--- src/rtl/clk_div_pkg.sv ---
// Shared types and constants for the programmable clock divider.
// The default width here matches the divider's CNT_W parameter default.
package clk_div_pkg;

  localparam int CNT_W_DEFAULT = 8;
  localparam int DIV_MIN       = 2;

  typedef logic [CNT_W_DEFAULT-1:0] div_t;

  typedef enum logic {
    IDLE = 1'b0,
    RUN  = 1'b1
  } state_t;

endpackage

--- src/rtl/clk_div_if.sv ---
// Ratio-configuration handshake between config logic (master) and the divider (slave).
interface clk_div_if
  import clk_div_pkg::*;
#(
  parameter int CNT_W = CNT_W_DEFAULT
);

  logic             cfg_valid;
  logic             cfg_ready;
  logic [CNT_W-1:0] cfg_div;
  logic             cfg_err;

  modport master (output cfg_valid, output cfg_div, input cfg_ready, input cfg_err);
  modport slave  (input cfg_valid, input cfg_div, output cfg_ready, output cfg_err);

endinterface

--- src/rtl/clk_div_cfg_slot.sv ---
// One-deep holding slot for a requested ratio: accepts, clamps and flags it, and
// keeps it pending until the divider applies it at a safe period boundary.
module clk_div_cfg_slot
  import clk_div_pkg::*;
#(
  parameter int CNT_W = CNT_W_DEFAULT
) (
  input  logic             clk,
  input  logic             rst_n,
  clk_div_if.slave         cfg,
  input  logic             i_apply,
  output logic             o_pending,
  output logic [CNT_W-1:0] o_pend_div
);

  logic             r_pending;
  logic             r_cfg_err;
  logic [CNT_W-1:0] r_pend_div;
  logic             w_accept;
  logic             w_too_small;

  assign w_accept    = cfg.cfg_valid && !r_pending;
  assign w_too_small = (cfg.cfg_div < CNT_W'(DIV_MIN));

  // NOTE: sequential state uses non-blocking (<=) so every flop samples pre-edge values.
  always_ff @(posedge clk or negedge rst_n) begin
    if (!rst_n) begin
      r_pending  <= 1'b0;
      r_cfg_err  <= 1'b0;
      r_pend_div <= CNT_W'(DIV_MIN);
    end else if (w_accept) begin
      r_pending  <= 1'b1;
      r_pend_div <= w_too_small ? CNT_W'(DIV_MIN) : cfg.cfg_div;
      r_cfg_err  <= w_too_small;
    end else if (i_apply) begin
      r_pending  <= 1'b0;
    end
  end

  assign cfg.cfg_ready = !r_pending;
  assign cfg.cfg_err   = r_cfg_err;
  assign o_pending     = r_pending;
  assign o_pend_div    = r_pend_div;

endmodule

--- src/rtl/clk_div_prog.sv ---
// Runtime-programmable integer clock divider: registered clk_div, period-start tick,
// ratio changes and start/stop only at period boundaries so no pulse is ever truncated.
module clk_div_prog
  import clk_div_pkg::*;
#(
  parameter int CNT_W     = CNT_W_DEFAULT,
  parameter int RESET_DIV = 8
) (
  input  logic             clk,
  input  logic             rst_n,
  input  logic             en,
  clk_div_if.slave         cfg,
  output logic             clk_div,
  output logic             tick,
  output logic             active,
  output logic [CNT_W-1:0] cur_div
);

  state_t           r_state, w_state_nxt;
  logic [CNT_W-1:0] r_count, w_count_nxt;
  logic [CNT_W-1:0] r_cur_div, w_cur_div_nxt;
  logic             r_clk_div, w_clk_div_nxt;
  logic             r_tick, w_tick_nxt;
  logic             w_start;
  logic             w_apply;
  logic             w_last;
  logic             w_pending;
  logic [CNT_W-1:0] w_pend_div;
  logic [CNT_W-1:0] w_count_inc;
  logic [CNT_W-1:0] w_half;

  clk_div_cfg_slot #(.CNT_W(CNT_W)) u_cfg_slot (
    .clk        (clk),
    .rst_n      (rst_n),
    .cfg        (cfg),
    .i_apply    (w_apply),
    .o_pending  (w_pending),
    .o_pend_div (w_pend_div)
  );

  assign w_last      = (r_count == r_cur_div - 1'b1);
  assign w_count_inc = r_count + 1'b1;
  // High phase is ceil(R/2) cycles, so odd ratios get the extra high cycle.
  assign w_half      = (r_cur_div >> 1) + {{(CNT_W-1){1'b0}}, r_cur_div[0]};

  // NOTE: every always_comb output gets a default first, so no path can infer a latch.
  always_comb begin
    w_state_nxt   = r_state;
    w_count_nxt   = r_count;
    w_clk_div_nxt = r_clk_div;
    w_tick_nxt    = 1'b0;
    w_start       = 1'b0;

    case (r_state)
      IDLE: if (en) begin
        w_state_nxt = RUN;
        w_start     = 1'b1;
      end
      RUN: if (w_last) begin
        if (en) w_start     = 1'b1;
        else    w_state_nxt = IDLE;
      end
      default: w_state_nxt = IDLE;
    endcase

    if (w_start) begin
      w_count_nxt   = '0;
      w_clk_div_nxt = 1'b1;
      w_tick_nxt    = 1'b1;
    end else if (w_state_nxt == IDLE) begin
      w_count_nxt   = '0;
      w_clk_div_nxt = 1'b0;
    end else begin
      w_count_nxt   = w_count_inc;
      w_clk_div_nxt = (w_count_inc < w_half);
    end
  end

  // A pending ratio only lands where no period is in flight: idle, or a period start.
  assign w_apply       = w_pending && ((r_state == IDLE) || w_start);
  assign w_cur_div_nxt = w_apply ? w_pend_div : r_cur_div;

  always_ff @(posedge clk or negedge rst_n) begin
    if (!rst_n) begin
      r_state   <= IDLE;
      r_count   <= '0;
      r_cur_div <= CNT_W'(RESET_DIV);
      r_clk_div <= 1'b0;
      r_tick    <= 1'b0;
    end else begin
      r_state   <= w_state_nxt;
      r_count   <= w_count_nxt;
      r_cur_div <= w_cur_div_nxt;
      r_clk_div <= w_clk_div_nxt;
      r_tick    <= w_tick_nxt;
    end
  end

  assign clk_div = r_clk_div;
  assign tick    = r_tick;
  assign active  = (r_state == RUN);
  assign cur_div = r_cur_div;

endmodule

--- src/flat_wrapper.sv ---
// flat-port wrapper written by rule: the top's interface ports become plain ports
module clk_div_prog_flat import clk_div_pkg::*;
#(
  parameter int CNT_W     = CNT_W_DEFAULT,
  parameter int RESET_DIV = 8
)
  (clk, rst_n, en, clk_div, tick, active, cur_div, cfg_cfg_valid, cfg_cfg_div, cfg_cfg_ready, cfg_cfg_err);
  clk_div_if #(.CNT_W(CNT_W)) cfg_i ();
  input  logic clk;
  input  logic rst_n;
  input  logic en;
  output logic clk_div;
  output logic tick;
  output logic active;
  output logic [CNT_W-1:0] cur_div;
  input wire logic [$bits(cfg_i.cfg_valid)-1:0] cfg_cfg_valid;
  input wire logic [$bits(cfg_i.cfg_div)-1:0] cfg_cfg_div;
  output wire logic [$bits(cfg_i.cfg_ready)-1:0] cfg_cfg_ready;
  output wire logic [$bits(cfg_i.cfg_err)-1:0] cfg_cfg_err;
  assign cfg_i.cfg_valid = cfg_cfg_valid;
  assign cfg_i.cfg_div = cfg_cfg_div;
  assign cfg_cfg_ready = cfg_i.cfg_ready;
  assign cfg_cfg_err = cfg_i.cfg_err;
  clk_div_prog #(.CNT_W(CNT_W), .RESET_DIV(RESET_DIV)) u_core (.clk(clk), .rst_n(rst_n), .en(en), .cfg(cfg_i), .clk_div(clk_div), .tick(tick), .active(active), .cur_div(cur_div));
endmodule
--- config.mk ---
export PLATFORM = sky130hd
export DESIGN_NAME = clk_div_prog_flat
export DESIGN_NICKNAME = d
export VERILOG_FILES = /design/src/rtl/clk_div_pkg.sv /design/src/rtl/clk_div_if.sv /design/src/rtl/clk_div_cfg_slot.sv /design/src/rtl/clk_div_prog.sv /design/src/flat_wrapper.sv
export SDC_FILE = /design/constraint.sdc
export NUM_CORES = 1
export LEC_CHECK = 0
export ABC_AREA = 1
export CAP_MARGIN = 20
export CELL_PAD_IN_SITES_DETAIL_PLACEMENT = 1
export CELL_PAD_IN_SITES_GLOBAL_PLACEMENT = 2
export CORE_ASPECT_RATIO = 2
export CORE_UTILIZATION = 32
export CTS_CLUSTER_SIZE = 20
export DETAILED_ROUTE_END_ITERATION = 16
export PLACE_DENSITY_LB_ADDON = 0.1
export SLEW_MARGIN = 25
export SYNTH_ARGS = -nofsm -noshare
export SYNTH_HDL_FRONTEND = slang
export SYNTH_SLANG_ARGS = --single-unit
--- constraint.sdc ---
create_clock -name clk -period 5.2 [get_ports clk]
set_clock_uncertainty 0.1 [all_clocks]
set_input_delay 1.56 -clock clk [delete_from_list [all_inputs] [get_ports clk]]
set_output_delay 1.56 -clock clk [all_outputs]
set_load 0.05 [all_outputs]
Word-level counts from Yosys, hierarchy flattened
Index checks and enable logic that the tools add are counted.

operators by class
  add/subtract/negate cells = 3
  divide/modulo/power cells = 0
  mux-type cells = 13
  reduce and logical (&&, ||, !) cells = 5
  bitwise logic cells = 1
  shifts and indexed selects = 0
  $lt $le $gt $ge = 2
  $mul = 0
  equality and inequality tests = 1

operator list
  kind                                                                  number
  8-bit 2-to-1 mux                                                      3
  7-bit by 1-bit adder with 8-bit output                                1
  8-bit by 1-bit adder with 8-bit output, second input constant         1
  8-bit equality test                                                   1
  8-bit by 2-bit < comparator with 1-bit output, second input constant  1
  8-bit < comparator                                                    1
  1-bit 2-to-1 mux                                                      8
  8-bit by 1-bit subtractor with 8-bit output, second input constant    1
  1-bit one-hot mux with 2 select lines                                 2
  1-bit logical AND                                                     2
  2-bit nonzero test                                                    1
  1-bit zero test                                                       1
  1-bit logical OR                                                      1
  1-bit inverter                                                        1

storage, ports and cells
  memory bits (read-only) = 0
  bits in writable memories = 0
  register bits = 29
  latch bits = 0
  output and inout bits = 13
  memories kept = 0

Logic depth before layout (Yosys ltp)
Gate-level depths: netlist (run 1).

  depth after elaboration = 8
  gate-level depth with buffers = 15
  gate-level depth less buffers = 15

By module
From an unflattened synthesis (run 1), not the netlist that was laid out.

unflattened totals
  cell total of the unflattened synthesis = 236
  area, all modules = 1829.3 µm²

by module, submodules not included
  module            area an instance (µm²)  times used  cells an instance
  clk_div_prog      1396.3                  1           185
  clk_div_cfg_slot  432.9                   1           51

Worst setup path after synthesis (run 1)
Ideal clock, no wire load.

  path kind = input -> register
  start = input port cfg_cfg_valid
  end = register u_core.u_cfg_slot.r_pend_div[0] (netlist: u_core.u_cfg_slot.o_pend_div[0])
  path slack = 2702 ps
  required time = 4979 ps
  data arrival time = 2277 ps
  buffers on the path = 0
  cell stages on the path = 5
  setup time = 121 ps
  cell sequence = nand2_1 clkinv_1 nand2_1 inv_1 a22o_1

between the ends
  cells in the longest elaborated chain, start to end = 1

ends and longest elaborated chain
  item                  RTL line                RTL
  start, declared       flat_wrapper.sv:16      input wire logic [$bits(cfg_i.cfg_valid)-1:0] cfg_cfg_valid;
  1-bit logical AND     clk_div_cfg_slot.sv:22  assign w_accept = cfg.cfg_valid && !r_pending;
  end signal, assigned  clk_div_cfg_slot.sv:30  r_pend_div <= CNT_W'(DIV_MIN);
  end signal, assigned  clk_div_cfg_slot.sv:33  r_pend_div <= w_too_small ? CNT_W'(DIV_MIN) : cfg.cfg_div;
  end, declared         clk_div_cfg_slot.sv:18  logic [CNT_W-1:0] r_pend_div;

No other way between the ends.
A chain may end at the register's enable or synchronous reset.

Worst setup path after layout (run 1)
  start = register u_core.r_cur_div[3] (netlist: u_core.cur_div[3])
  end = output port cur_div[3]

RTL lines
  item                    RTL line            RTL
  start, declared         clk_div_prog.sv:21  logic [CNT_W-1:0] r_cur_div, w_cur_div_nxt;
  start signal, assigned  clk_div_prog.sv:87  r_cur_div <= CNT_W'(RESET_DIV);
  start signal, assigned  clk_div_prog.sv:93  r_cur_div <= w_cur_div_nxt;
  end, declared           flat_wrapper.sv:15  output logic [CNT_W-1:0] cur_div;

No word-level cell between the ends.

==> metrics.txt, run 1 <==
core footprint=5370 um2; Setup crit start kind=register; Fin. Hold Viols=0; fin crit period=3.44 ns; largest family of logic cells by synthesized area=simple AND/OR/NAND/NOR gates; YS warnings=0; cell area after layout=2170 um2; clock sinks=29; worst-path cell chain=clkdlybuf4s50_1; Routed Antenna Nets=0; slowest stage delay, CP=0.84 ns; Crit. End Element=output port; final wirelength=4.48 mm; area growth from synthesis to layout=21.8%; CP Launch Point=u_core.cur_div[3]$_DFFE_PN1P_; CTS resizes=0; total die area=5890 um2; XOR/XNOR share of the synthesized area=0.0737; Lkg Pwr=1.13 nW; critical path class=register to output port; Slew HR=0.661; RR Startpoint=u_core.cur_div[0]$_DFFE_PN0P_; Max-Cap Viols=0; postcts setup bufs=0; Post-Synth Simple-Gate Area=0.336; grt ovf=0; Peak VDD IR=0.253 mV; post-synthesis sequential area ratio=0.409; TritonCTS clock tree=yes; Worst Tran Pin Value=0.507 ns; RSZ-0062 raised after global routing=false; clock tree buffer depth=2; Detailed Place HPWL=3.72 mm; critical hold path startpoint=u_core.u_cfg_slot.o_pend_div[2]$_DFFE_PN0P_; first-pass GRT wire length=7.59 mm; initial antenna violation count=0; PortBufs=24; clock latency on the worst-skew pair=0.29 ns; Final Worst Setup Slack=1.76 ns; placed inst area=2080 um2; post-synthesis mux area share=0; CP bufs+invs=1; die width=54.8 um; status=finished clean; Final Total Pwr=1.32 mW; Ant. Diodes=0; num rows=38; GRT Util Overall=0.187; Arrival @ worst endpoint=1.78 ns; Num CTS Buffers=5; top cell family by delay on the critical path=buffers and inverters; Hold Buf Count CTS=0; largest net degree at the start of global routing=30; Fin Hold WS=0.380 ns; Vias/cell=4.79; CP Data Required Time=3.54 ns; Starting Density=0.332; CTS clk-pin slew, worst paths=0.06 ns; H-tree levels=2; gpl congestion=0.679; Post-Syn Area=1780 um2; Synth Area in Adders=0.0772; final setup TNS=0 ns; worst slack at placement=2.03 ns; Max Fclk=290 MHz; initial DRC count=11; drc violations=0; max-slew violations=0; Final Cycle Share=0.662; largest fanout on the critical path=9; pwr dens=606 nW/um2; Hold/Removal Path Class=register to register; vias=1562; number of top-level pins=25; Final nets=288; synth unique cells=26; mean post-synth cell area=7.55 um2; Cells after Synth=236; Die Y-Extent=108 um; register bit total from synthesis=29; DR pass1 iterations=4; Finish-stage setup viols=0; vias in the first global route=1655; clock root buffer=clkbuf_8; net count after synthesis=259; share of layout cells above drive strength 1=0.0677; crit path max-delay cell type=clkdlybuf4s50_1; Synth Area in Compound Gates=0.0218; routed len/inst=13.7 um
[report_power, final]
part,switching [mW],total [mW],internal (mW)
Combinational,0.434,0.706,0.271
Sequential,0.101,0.419,0.318
Clock,0.0831,0.191,0.108
[state kept, by name, indices dropped and copies added, names as in the netlist]
| register | cells |
|---|---|
| u_core.u_cfg_slot.o_pend_div | 8 |
| u_core.active | 1 |
| u_core.cur_div | 8 |
| u_core.u_cfg_slot.cfg.cfg_err | 1 |
| u_core.u_cfg_slot.o_pending | 1 |
| u_core.tick | 1 |
| u_core.r_count | 8 |
| u_core.clk_div | 1 |
[cell families (layout without fill, tap and decap cells)]
kind of cell	after synthesis	count (layout)
simple gates	138	138
compound gates	7	7
xor+xnor	15	15
flops	29	29
fa+ha+maj	11	11
buf+inv	36	66
[layer usage]
layer / vias to the layer above / track usage / routed length, um
li1: 781 / - / -
met1: 749 / 0.165 / 1490
met2: 23 / 0.361 / 2760
met3: 9 / 0.0353 / 98
met4: 0 / 0.0916 / 126
met5: - / 0 / 0
[per-stage QoR]
stage / std cells / util
after floorplan: 236 / -
after global placement: 318 / 0.387
after detailed placement: 318 / 0.387
after CTS: 326 / 0.404
after global routing: 326 / 0.404
final: 326 / 0.404
[cells in the mapped netlist]
library cell	n	area, um2
nor2_1	22	82.6
or2_1	1	6.26
nand2_1	81	304
nand2_4	3	33.8
xnor2_1	4	35.0
nor4_1	1	6.26
inv_1	30	113
nor3_1	2	10.0
nor2_4	1	11.3
inv_2	2	7.51
buf_4	1	7.51
buf_6	1	11.3
dfstp_2	2	52.6
xor2_1	11	96.3
a22o_1	1	8.76
nand3b_1	1	7.51
nor2_2	2	12.5
a21oi_1	3	15.0
o21ai_0	3	15.0
buf_2	1	5.00
ha_1	11	138
nand4_1	2	12.5
clkinv_1	1	3.75
dfrtp_1	27	676
nand2_2	1	6.26
nand3_1	21	105
[tightest hold or removal path, cell delays in order, from the launching register on]
cell and delay, ns:
dfrtp_1 0.34, nand2_1 0.05, nand2_1 0.06
[area by class of cell]
cell class	instances	area, um2
Fill cell	662	3200
Multi-Input combinational cell	171	906
Sequential cell	29	728
Timing Repair Buffer	25	248
Inverter	33	124
Clock buffer	8	90.1
Tap cell	60	75.1
[worst paths after layout]
| kind | slack, ns | cells after the start | end |
|---|---|---|---|
| hold reg to reg | 0.38 | 2 | u_core.u_cfg_slot.o_pend_div[2]$_DFFE_PN0P_ |
| max in group asynchronous | 3.11 | 2 | u_core.u_cfg_slot.o_pend_div[1]$_DFFE_PN1P_ |
| setup / recovery | 1.76 | 1 | cur_div[3] |
| setup reg to reg | 2.89 | 14 | u_core.cur_div[0]$_DFFE_PN0P_ |
| min in group asynchronous | 1.56 | 2 | u_core.r_count[7]$_DFF_PN0_ |
| hold / removal | 0.38 | 2 | u_core.u_cfg_slot.o_pend_div[2]$_DFFE_PN0P_ |
[placed cells by master (no fill, tap or decap), drive strengths merged, types with 2 or more instances in the layout]
cell,instances
a21oi,3
clkbuf,8
clkdlybuf4s50,24
dfrtp,27
dfstp,2
ha,11
inv,32
nand2,85
nand3,21
nand4,2
nor2,25
nor3,2
o21ai,3
xnor2,4
xor2,11
(Power assumes the default switching activity.)
==> run 2, diff against run 1 <==
- CORE_UTILIZATION: 32 -> 31
- clock period: 5.2 -> 3.35 ns (I/O delays scaled with it)
==> run 2 against run 1 <==
Net effect:
- global-route usage decreased by 2.2 points
- worst setup slack got worse by 1.3 ns
- total power increased by 57%
- final cell count increased by 0.31%
- critical path type unchanged
- largest cell class unchanged
==> metrics.txt, run 2 (synthesis gave the netlist of run 1 again) <==
status=finished clean; vias=1537; clock latency on the worst-skew pair=0.27 ns; CP bufs+invs=1; num rows=38; FF/Latch Area=728 um2; TritonCTS clock tree=yes; postcts setup bufs=0; CP Data Required Time=2.24 ns; max-slew violations=0; initial antenna violation count=0; most common cell after layout, fill and taps aside=nand2_1; Final Cycle Share=0.862; RSZ-0062 raised after global routing=false; Hold/Removal Path Class=register to register; first-pass GRT wire length=7.43 mm; Peak VDD IR=0.410 mV; Fin Hold WS=0.376 ns; Detailed Place HPWL=3.69 mm; area growth from synthesis to layout=22.9%; drc violations=0; grt ovf=0; top cell family by delay on the critical path=buffers and inverters; DR pass1 iterations=4; Final nets=289; routed len/inst=13.3 um; Vias/cell=4.70; Max-Cap Viols=0; Arrival @ worst endpoint=1.78 ns; Worst Tran Pin Value=0.526 ns; slowest stage delay, CP=0.86 ns; GRT Util Overall=0.165; Starting Density=0.326; Ant. Diodes=0; pwr dens=944 nW/um2; CTS resizes=0; core footprint=5470 um2; H-tree levels=2; Setup crit start kind=register; largest net degree at the start of global routing=30; commonest cells after routing, fill and taps aside=81 x nand2_1, 30 x inv_1, 27 x dfrtp_1, 24 x clkdlybuf4s50_1, 22 x nor2_1; clock sinks=29; crit path max-delay cell type=clkdlybuf4s50_1; gpl congestion=0.722; Max Fclk=346 MHz; Die Y-Extent=109 um; Finish-stage setup viols=0; fill count=704; final setup TNS=0 ns; total die area=6070 um2; number of top-level pins=25; clock tree buffer depth=2; Routed Antenna Nets=0; share of layout cells above drive strength 1=0.0787; footprint of the multi-input gates=906 um2; Crit. End Element=output port; CTS clk-pin slew, worst paths=0.06 ns; Fin. Hold Viols=0; critical path class=register to output port; Slew HR=0.648; worst-path cell chain=clkdlybuf4s50_1; initial DRC count=20; Lkg Pwr=1.14 nW; vias in the first global route=1646; PortBufs=24; fin crit period=2.89 ns; largest fanout on the critical path=9; R2R setup slack=0.99 ns; Hold Buf Count CTS=0; Num CTS Buffers=5; die width=55.6 um; clock root buffer=clkbuf_8; final wirelength=4.36 mm
[run 2: layout make-up]
type / instances / area share
multi-input combinational: 171 / 0.414
clock inverter: 1 / 0.00229
tap: 60 / 0.0343
sequential: 29 / 0.333
clock buffer: 7 / 0.0440
inverter: 33 / 0.0566
timing repair buffer: 26 / 0.117
[run 2: where the power goes]
part / total (mW) / internal, mW / switching (mW)
clock network: 0.315 / 0.185 / 0.129
registers: 0.649 / 0.494 / 0.155
logic: 1.10 / 0.425 / 0.679
[run 2: metal layers]
layer,part of all wire,global-route usage
met3,0.018,0.0225
met1,0.33,0.133
met4,0.035,0.100
met5,0,0
met2,0.62,0.352
[run 2: final timing paths]
check                                                         endpoint  depth (start not counted)                                        start
min in group asynchronous                  u_core.r_count[0]$_DFF_PN0_                          2                                        rst_n
max reg2reg                              u_core.cur_div[2]$_DFFE_PN0P_                         14                u_core.cur_div[0]$_DFFE_PN0P_
max                                                         cur_div[3]                          1                u_core.cur_div[3]$_DFFE_PN1P_
min reg2reg                u_core.u_cfg_slot.o_pend_div[4]$_DFFE_PN0P_                          2  u_core.u_cfg_slot.o_pend_div[4]$_DFFE_PN0P_
min                        u_core.u_cfg_slot.o_pend_div[4]$_DFFE_PN0P_                          2  u_core.u_cfg_slot.o_pend_div[4]$_DFFE_PN0P_
max in group asynchronous                u_core.cur_div[3]$_DFFE_PN1P_                          2                                        rst_n
[run 2: per-stage QoR]
stage               area [um2]  instances  setup slack [ns]   util  total power [mW]
CTS                       2190        327             0.435  0.400              2.12
global placement          2090        319             0.753  0.382              1.76
detailed placement        2090        319             0.750  0.382              1.79
finish                    2190        327             0.461  0.400              2.07
floorplan                 1780        236              1.07      -              1.46
global route              2190        327             0.400  0.400              2.29
[run 2: worst min-delay path, stage by stage, from the launching register on]
cell and delay [ns]:
dfrtp_1 0.34, nand2_1 0.05, nand2_1 0.05
==> run 3, diff against run 2 <==
- CORE_ASPECT_RATIO: 2 -> default
==> run 3 against run 2 <==
Net effect:
- clock-buffer cell count unchanged
- final cell count up 3.4%
- sequential power about the same
- global-route usage is 0.66 points lower
- non-clock buffer count decreased by 1
- final area increased by 0.34%
- utilization fell by 0.15 points
==> metrics.txt, run 3 (synthesis gave the netlist of run 1 again) <==
Clk network pwr share=0.156; core footprint=5510 um2; Detailed Place HPWL=3.32 mm; combinational power share=0.528; clock sinks=29; clock latency on the worst-skew pair=0.28 ns; final setup TNS=0 ns; vias in the first global route=1534; placed inst area=2100 um2; pwr dens=937 nW/um2; slowest stage delay, CP=0.84 ns; Max-Cap Viols=0; grt met1 use=0.193; P_int=1.10 mW; vias=1485; PortBufs=24; top cell family by delay on the critical path=buffers and inverters; fin crit period=2.87 ns; postcts setup bufs=0; H-tree levels=2; grt ovf=0; CP bufs+invs=1; RSZ-0062 raised after global routing=false; first-pass GRT wire length=7.31 mm; TritonCTS clock tree=yes; gpl congestion=0.695; initial DRC count=30; GRT busiest layer=met2; hold depth=2; number of top-level pins=25; Arrival @ worst endpoint=1.76 ns; Hold/Removal Path Class=register to register; Hold Buf Count CTS=0; Setup crit start kind=register; status=finished clean; footprint of the multi-input gates=906 um2; Crit. End Element=output port; Worst Tran Pin Value=0.499 ns; routed len/inst=12.2 um; crit path max-delay cell type=clkdlybuf4s50_1; CTS clk-pin slew, worst paths=0.06 ns; dpl cells=330; final non-filler cell total=338; clock tree buffer depth=2; CP Data Required Time=2.24 ns; critical path class=register to output port; GRT Util Overall=0.158; DR pass1 iterations=4; FF/Latch Area=728 um2; worst slack at placement=0.779 ns; Reg2Reg Depth=13; Final nets=288; Starting Density=0.324; fill count=687; Final Total Pwr=2.06 mW; commonest cells after routing, fill and taps aside=81 x nand2_1, 30 x inv_1, 27 x dfrtp_1, 24 x clkdlybuf4s50_1, 22 x nor2_1; worst-path cell chain=clkdlybuf4s50_1; share of layout cells above drive strength 1=0.0752; largest fanout on the critical path=9; stages on the worst setup path=1; drc violations=0; initial antenna violation count=0; total die area=6050 um2; Finish-stage setup viols=0; die width=77.8 um; cell area after layout=2200 um2; Vias/cell=4.39; Peak VDD IR=0.391 mV; GR Util met2=0.274; clock root buffer=clkbuf_8; Fin. Hold Viols=0; sequential share of power=0.316; max-slew violations=0; num rows=27; Slew HR=0.666; GR Util met3=0.0318; Ant. Diodes=0; Num CTS Buffers=5; area growth from synthesis to layout=23.3%; NetSw=957 uW; Lkg Pwr=1.14 nW; Final Worst Setup Slack=0.483 ns; largest net degree at the start of global routing=30; switching part of the total=0.465; final wirelength=4.11 mm; Routed Antenna Nets=0; Final Cycle Share=0.856; CTS resizes=0; most common cell after layout, fill and taps aside=nand2_1; Max Fclk=349 MHz; Die Y-Extent=77.8 um; R2R setup slack=1.11 ns
[run 3: cell types whose count changed in the layout (fill, tap and decap cells not counted), sizes merged]
cell  previous run  this run
buf              2         1
[run 3: worst paths after layout]
check | from | endpoint
worst max-delay path | u_core.cur_div[3]$_DFFE_PN1P_ | cur_div[3]
worst min-delay path | u_core.u_cfg_slot.o_pend_div[7]$_DFFE_PN0P_ | u_core.u_cfg_slot.o_pend_div[7]$_DFFE_PN0P_
worst max register to register | u_core.cur_div[0]$_DFFE_PN0P_ | u_core.cur_div[7]$_DFFE_PN0P_
worst min register to register | u_core.u_cfg_slot.o_pend_div[7]$_DFFE_PN0P_ | u_core.u_cfg_slot.o_pend_div[7]$_DFFE_PN0P_
max in group asynchronous | rst_n | u_core.u_cfg_slot.o_pend_div[1]$_DFFE_PN1P_
min in group asynchronous | rst_n | u_core.r_count[7]$_DFF_PN0_
[run 3: layout make-up]
cell class,instances,share of cell area
multi-input cells,171,0.412
flip-flops and latches,29,0.331
repair buffers,25,0.113
inverters,33,0.0564
clock buffers,7,0.0438
well taps,72,0.0410
clock inverters,1,0.00228
[run 3: through the flow]
| stage | utilization | hold WS [ns] |
|---|---|---|
| 2_1_floorplan | - | 0.349 |
| 3_3_place_gp | 0.381 | 0.366 |
| 3_5_place_dp | 0.381 | 0.367 |
| 4_1_cts | 0.399 | 0.384 |
| 5_1_grt | 0.399 | 0.406 |
| 6_report | 0.399 | 0.379 |
[run 3: power groups by stage]
stage	combinational (mW)	sequential, mW	clock [mW]
after floorplan	0.719	0.740	0
after global placement	1.09	0.658	0
after detailed placement	1.11	0.660	0
after CTS	1.11	0.654	0.334
after global routing	1.26	0.675	0.351
final	1.09	0.651	0.321
[run 3: metal layers]
metal  vias up  part of all wire
met5         -                 0
met4         0             0.015
met3         6             0.020
met2        16              0.48
met1       678              0.48
li1        785                 -
==> RTL edit 1: new RTL, config.mk and constraints of run 2 <==
Make the reset (`rst_n`) synchronous in 2 clocked blocks.
--- a/src/rtl/clk_div_cfg_slot.sv
+++ b/src/rtl/clk_div_cfg_slot.sv
@@ -25,3 +25,3 @@
   // NOTE: sequential state uses non-blocking (<=) so every flop samples pre-edge values.
-  always_ff @(posedge clk or negedge rst_n) begin
+  always_ff @(posedge clk) begin
     if (!rst_n) begin
--- a/src/rtl/clk_div_prog.sv
+++ b/src/rtl/clk_div_prog.sv
@@ -82,3 +82,3 @@
 
-  always_ff @(posedge clk or negedge rst_n) begin
+  always_ff @(posedge clk) begin
     if (!rst_n) begin
Check against the original RTL: differs if rst_n is asserted again (counterexample within 4 cycles, from zero or initial values and one cycle with rst_n low); with rst_n held inactive, the same outputs for 10 cycles.
==> RTL edit 1 against run 2 <==
  * Global-route usage up 2.2 points
  * Sequential cell count unchanged
  * Via count up 3.4%
  * Final area down 3.5%
  * Die area down 3.1%
  * Routed wire length is 7.4% higher
  * Area after synthesis decreased by 3.2%
  * Worst setup slack better by 66 ps
  * First-iteration DRC count did not move
  * Critical path type unchanged
Power is not compared: it rests on default switching activity, and its combinational part moved more than twofold at a synthesized area within 25%.
==> RTL edit 1: results (changes against run 2) <==
stage	metric	value	unit	change
clock_tree	CTS root buffer	clkbuf_8		
worst_hold_path	hold-critical path depth	2		unchanged
critical_path	crit-path max cell delay	880	ps	+20 ps
placed_design	RD Place Congestion	0.810		+12%
cells_and_area	number of fill cells	705		+0.14%
logic_synthesis	post-synthesis sequential area ratio	33.6	%	-7.2 points
critical_path	Critical Path AT	1720	ps	-60 ps
logic_synthesis	Synth Instances	247		+4.7%
route	final wirelength	4680	um	+7.4%
worst_hold_path	Worst Hold Launch	u_core.u_cfg_slot.o_pend_div[2]		
sta	WHS	358	ps	-18.5 ps
placed_design	DP HPWL	3850	um	+4.4%
logic_synthesis	top post-synthesis cells by area	dfxtp_1, nand2_1, ha_1, inv_1, nor2_1		
power_and_ir_drop	Max IR drop VDD	0.253	mV	
placed_design	Post-Place Cell Area	2000	um^2	-4.4%
logic_synthesis	Post-synth ARST share	0	%	-100 points
grt	pin count of the biggest net entering global routing	19		-37%
sta	Tcrit/Tclk final	84.3	%	-2.0 points
sta	relative slew slack	64.9	%	+0.065 points
worst_hold_path	Hold Path End	u_core.u_cfg_slot.o_pend_div[2]		
critical_path	Setup crit end	cur_div[4]		
logic_synthesis	Synth cell types	25		-3.8%
placed_design	DP Worst Slack	821	ps	+71.2 ps
route	vias	1590		+3.4%
grt	GRT Total Usage	18.7	%	+2.2 points
cells_and_area	share of layout cells above drive strength 1	5.90	%	-2.0 points
grt	vias in the first global route	1683		+2.2%
critical_path	reg2reg start	u_core.cur_div[1]		
critical_path	CP startpoint	u_core.cur_div[4]		
critical_path	r2r setup slk	1010	ps	+20 ps
cells_and_area	Finished Layout Cells	331		+1.2%
worst_hold_path	worst hold path type	flip-flop to flip-flop		
cells_and_area	Nets	293		+1.4%
logic_synthesis	most frequent cells after synthesis	nand2_1, inv_1, nor2_1		
logic_synthesis	top_reg_cell synth	dfxtp_1		
logic_synthesis	syn_nets	270		+4.2%
placed_design	Cells after DPL	323		+1.3%
critical_path	Worst Path Max Fanout	8		-1
critical_path	Reg2Reg Depth	10		-4
run_status	outcome	finished, final reports clean		
critical_path	Reg-to-Reg End	u_core.clk_div		
==> RTL edit 1: changes by cell type after synthesis, moves of 2 or more <==
cell / before / now
nand2_1: 81 / 49
nor3_1: 2 / 4
inv_1: 30 / 36
clkbuf_1: 0 / 4
a21oi_1: 3 / 20
inv_2: 2 / 0
nor2_2: 2 / 4
dfxtp_1: 0 / 29
xor2_1: 11 / 9
o21ai_0: 3 / 12
dfstp_2: 2 / 0
nand2_4: 3 / 0
nor2_1: 22 / 30
dfrtp_1: 27 / 0
==> RTL edit 1: metal layers <==
| layer | up-vias | GRT usage, % | part of all wire [%] |
|---|---|---|---|
| met1 | 734 | 17.6 | 36 |
| li1 | 822 | - | - |
| met3 | 9 | 2.40 | 2.0 |
| met4 | 0 | 10.1 | 4.1 |
| met2 | 25 | 35.2 | 58 |
| met5 | - | 0 | 0 |
==> RTL edit 1: final cells by class <==
type | count | area (um^2) | area share [%]
Multi-Input combinational cell | 172 | 951 | 45.0
Sequential cell | 29 | 581 | 27.5
Inverter | 36 | 135 | 6.39
Timing Repair Buffer | 26 | 255 | 12.1
Clock inverter | 1 | 30.0 | 1.42
Tap cell | 60 | 75.1 | 3.55
Clock buffer | 7 | 86.3 | 4.09
==> RTL edit 1: report_power, final <==
part	switching [mW]	total (mW)	internal, mW
logic	0.133	0.214	0.0814
clock network	0.142	0.385	0.242
registers	0.0238	0.390	0.366
total	0.299	0.989	0.690
==> RTL edit 1: cells by family (layout without fill, tap and decap cells) <==
kind of cell | count (synthesis) | after routing | share of synthesized area (%)
simple gates | 112 | 112 | 27.9
xor+xnor | 14 | 14 | 7.98
compound gates | 35 | 35 | 11.2
buf+inv | 46 | 70 | 11.2
fa+ha+maj | 11 | 11 | 7.98
flops | 29 | 29 | 33.6
==> RTL edit 2: new RTL, flow settings as in run 2 <==
Made on the original files. Set the package constant `CNT_W_DEFAULT` to 10 (it was 8).
--- a/src/rtl/clk_div_pkg.sv
+++ b/src/rtl/clk_div_pkg.sv
@@ -4,3 +4,3 @@
 
-  localparam int CNT_W_DEFAULT = 8;
+  localparam int CNT_W_DEFAULT = 10;
   localparam int DIV_MIN       = 2;
Ports: changed (resized cfg_cfg_div and cur_div); port bits go from 25 to 29. No check against the original RTL was run, so the function may have changed too.
==> RTL edit 2 against run 2 <==
  * Total power fell by 47%
  * Register-to-register slack lost 360 ps
  * First-iteration DRC count grew 65%
  * Final area up 28%
  * Routed wire length up 47%
  * Sequential cell count rose by 6
  * Worst setup slack got worse by 14 ps
  * Area after synthesis grew 31%
  * Non-clock buffer count is 3 higher
  * Count of clock-buffer cells in the layout up 1
==> RTL edit 2: results (changes against run 2) <==
stage	metric	value	unit	change
cells_and_area	area of the multi-input gates	1220	um^2	+35%
cells_and_area	fraction of area in registers	31.4	%	-1.9 points
logic_synthesis	mean area per synthesized cell	7.47	um^2	-1.1%
cells_and_area	multi-input gates	227		+33%
grt	vias in the first global route	2160		+31%
power_and_ir_drop	sw frac	24.1	%	-22 points
route	Detailed Route Iter0 Violations	33		+65%
logic_synthesis	Synth cell types	29		+12%
logic_synthesis	post-synthesis sequential area ratio	37.6	%	-3.3 points
logic_synthesis	most frequent cells after synthesis	nand2_1, inv_1, nor2_1		
logic_synthesis	syn_nets	340		+31%
power_and_ir_drop	Clock group	0.495	mW	+57%
sta	Least-Margin Pin Slew	819	ps	+293 ps
cells_and_area	share of layout cells above drive strength 1	7.08	%	-0.79 points
power_and_ir_drop	Switch Pwr	0.265	mW	-73%
grt	first-pass GRT wire length	10800	um	+46%
grt	pin count of the biggest net entering global routing	36		+20%
placed_design	Cells after DPL	423		+33%
worst_hold_path	Hold Path End	u_core.u_cfg_slot.o_pend_div[8]		
grt	GRT Total Usage	18.3	%	+1.8 points
logic_synthesis	Synth Register Bits	35		+21%
cells_and_area	fraction of area in multi-input gates	43.5	%	+2.1 points
critical_path	Critical Path AT	1800	ps	+20 ps
cells_and_area	Nets	365		+26%
critical_path	Reg2Reg Depth	16		+2
power_and_ir_drop	Leakage	1.46	nW	+28%
worst_hold_path	Worst Hold Launch	u_core.u_cfg_slot.o_pend_div[8]		
clock_tree	CTS root buffer	clkbuf_16		
cells_and_area	CLK BUF	8		+1
run_status	outcome	finished, final reports clean		
route	final wirelength	6390	um	+47%
placed_design	Post-Place Cell Area	2650	um^2	+27%
critical_path	r2r setup slk	630	ps	-360 ps
cells_and_area	nonclk inv count	40		+21%
placed_design	port bufs	28		+17%
-- RTL edit 2: changes by cell type after synthesis, sizes merged, moves of 6 or more --
cell          run 2  this run
dfrtp            27        33
nand3            21        28
nor2             25        42
inv              32        40
xor2             11        18
nand2            85        99
-- RTL edit 2: metal layers --
layer  track usage (%)  wire length, um  share of wire (%)
met5                 0                0                  0
met4              6.82              110                1.7
met3              2.47              115                1.8
met2              36.4             3920                 61
met1              17.9             2250                 35
-- RTL edit 2: through the flow --
stage               setup WS (ps)  hold slack, ps
detailed placement            597             370
CTS                           426             384
global route                  348             388
global placement              634             363
floorplan                     639             349
finish                        447             378
-- RTL edit 2: kinds of logic after synthesis --
family                     after synthesis  synth area share [%]
AOI/OAI and AO/OA                       13                  3.21
and+or+nand+nor                        178                  33.4
DFF                                     35                  37.6
adders and majority gates               13                  6.96
buffers and inverters                   51                  10.3
xor gates and xnor gates                23                  8.62
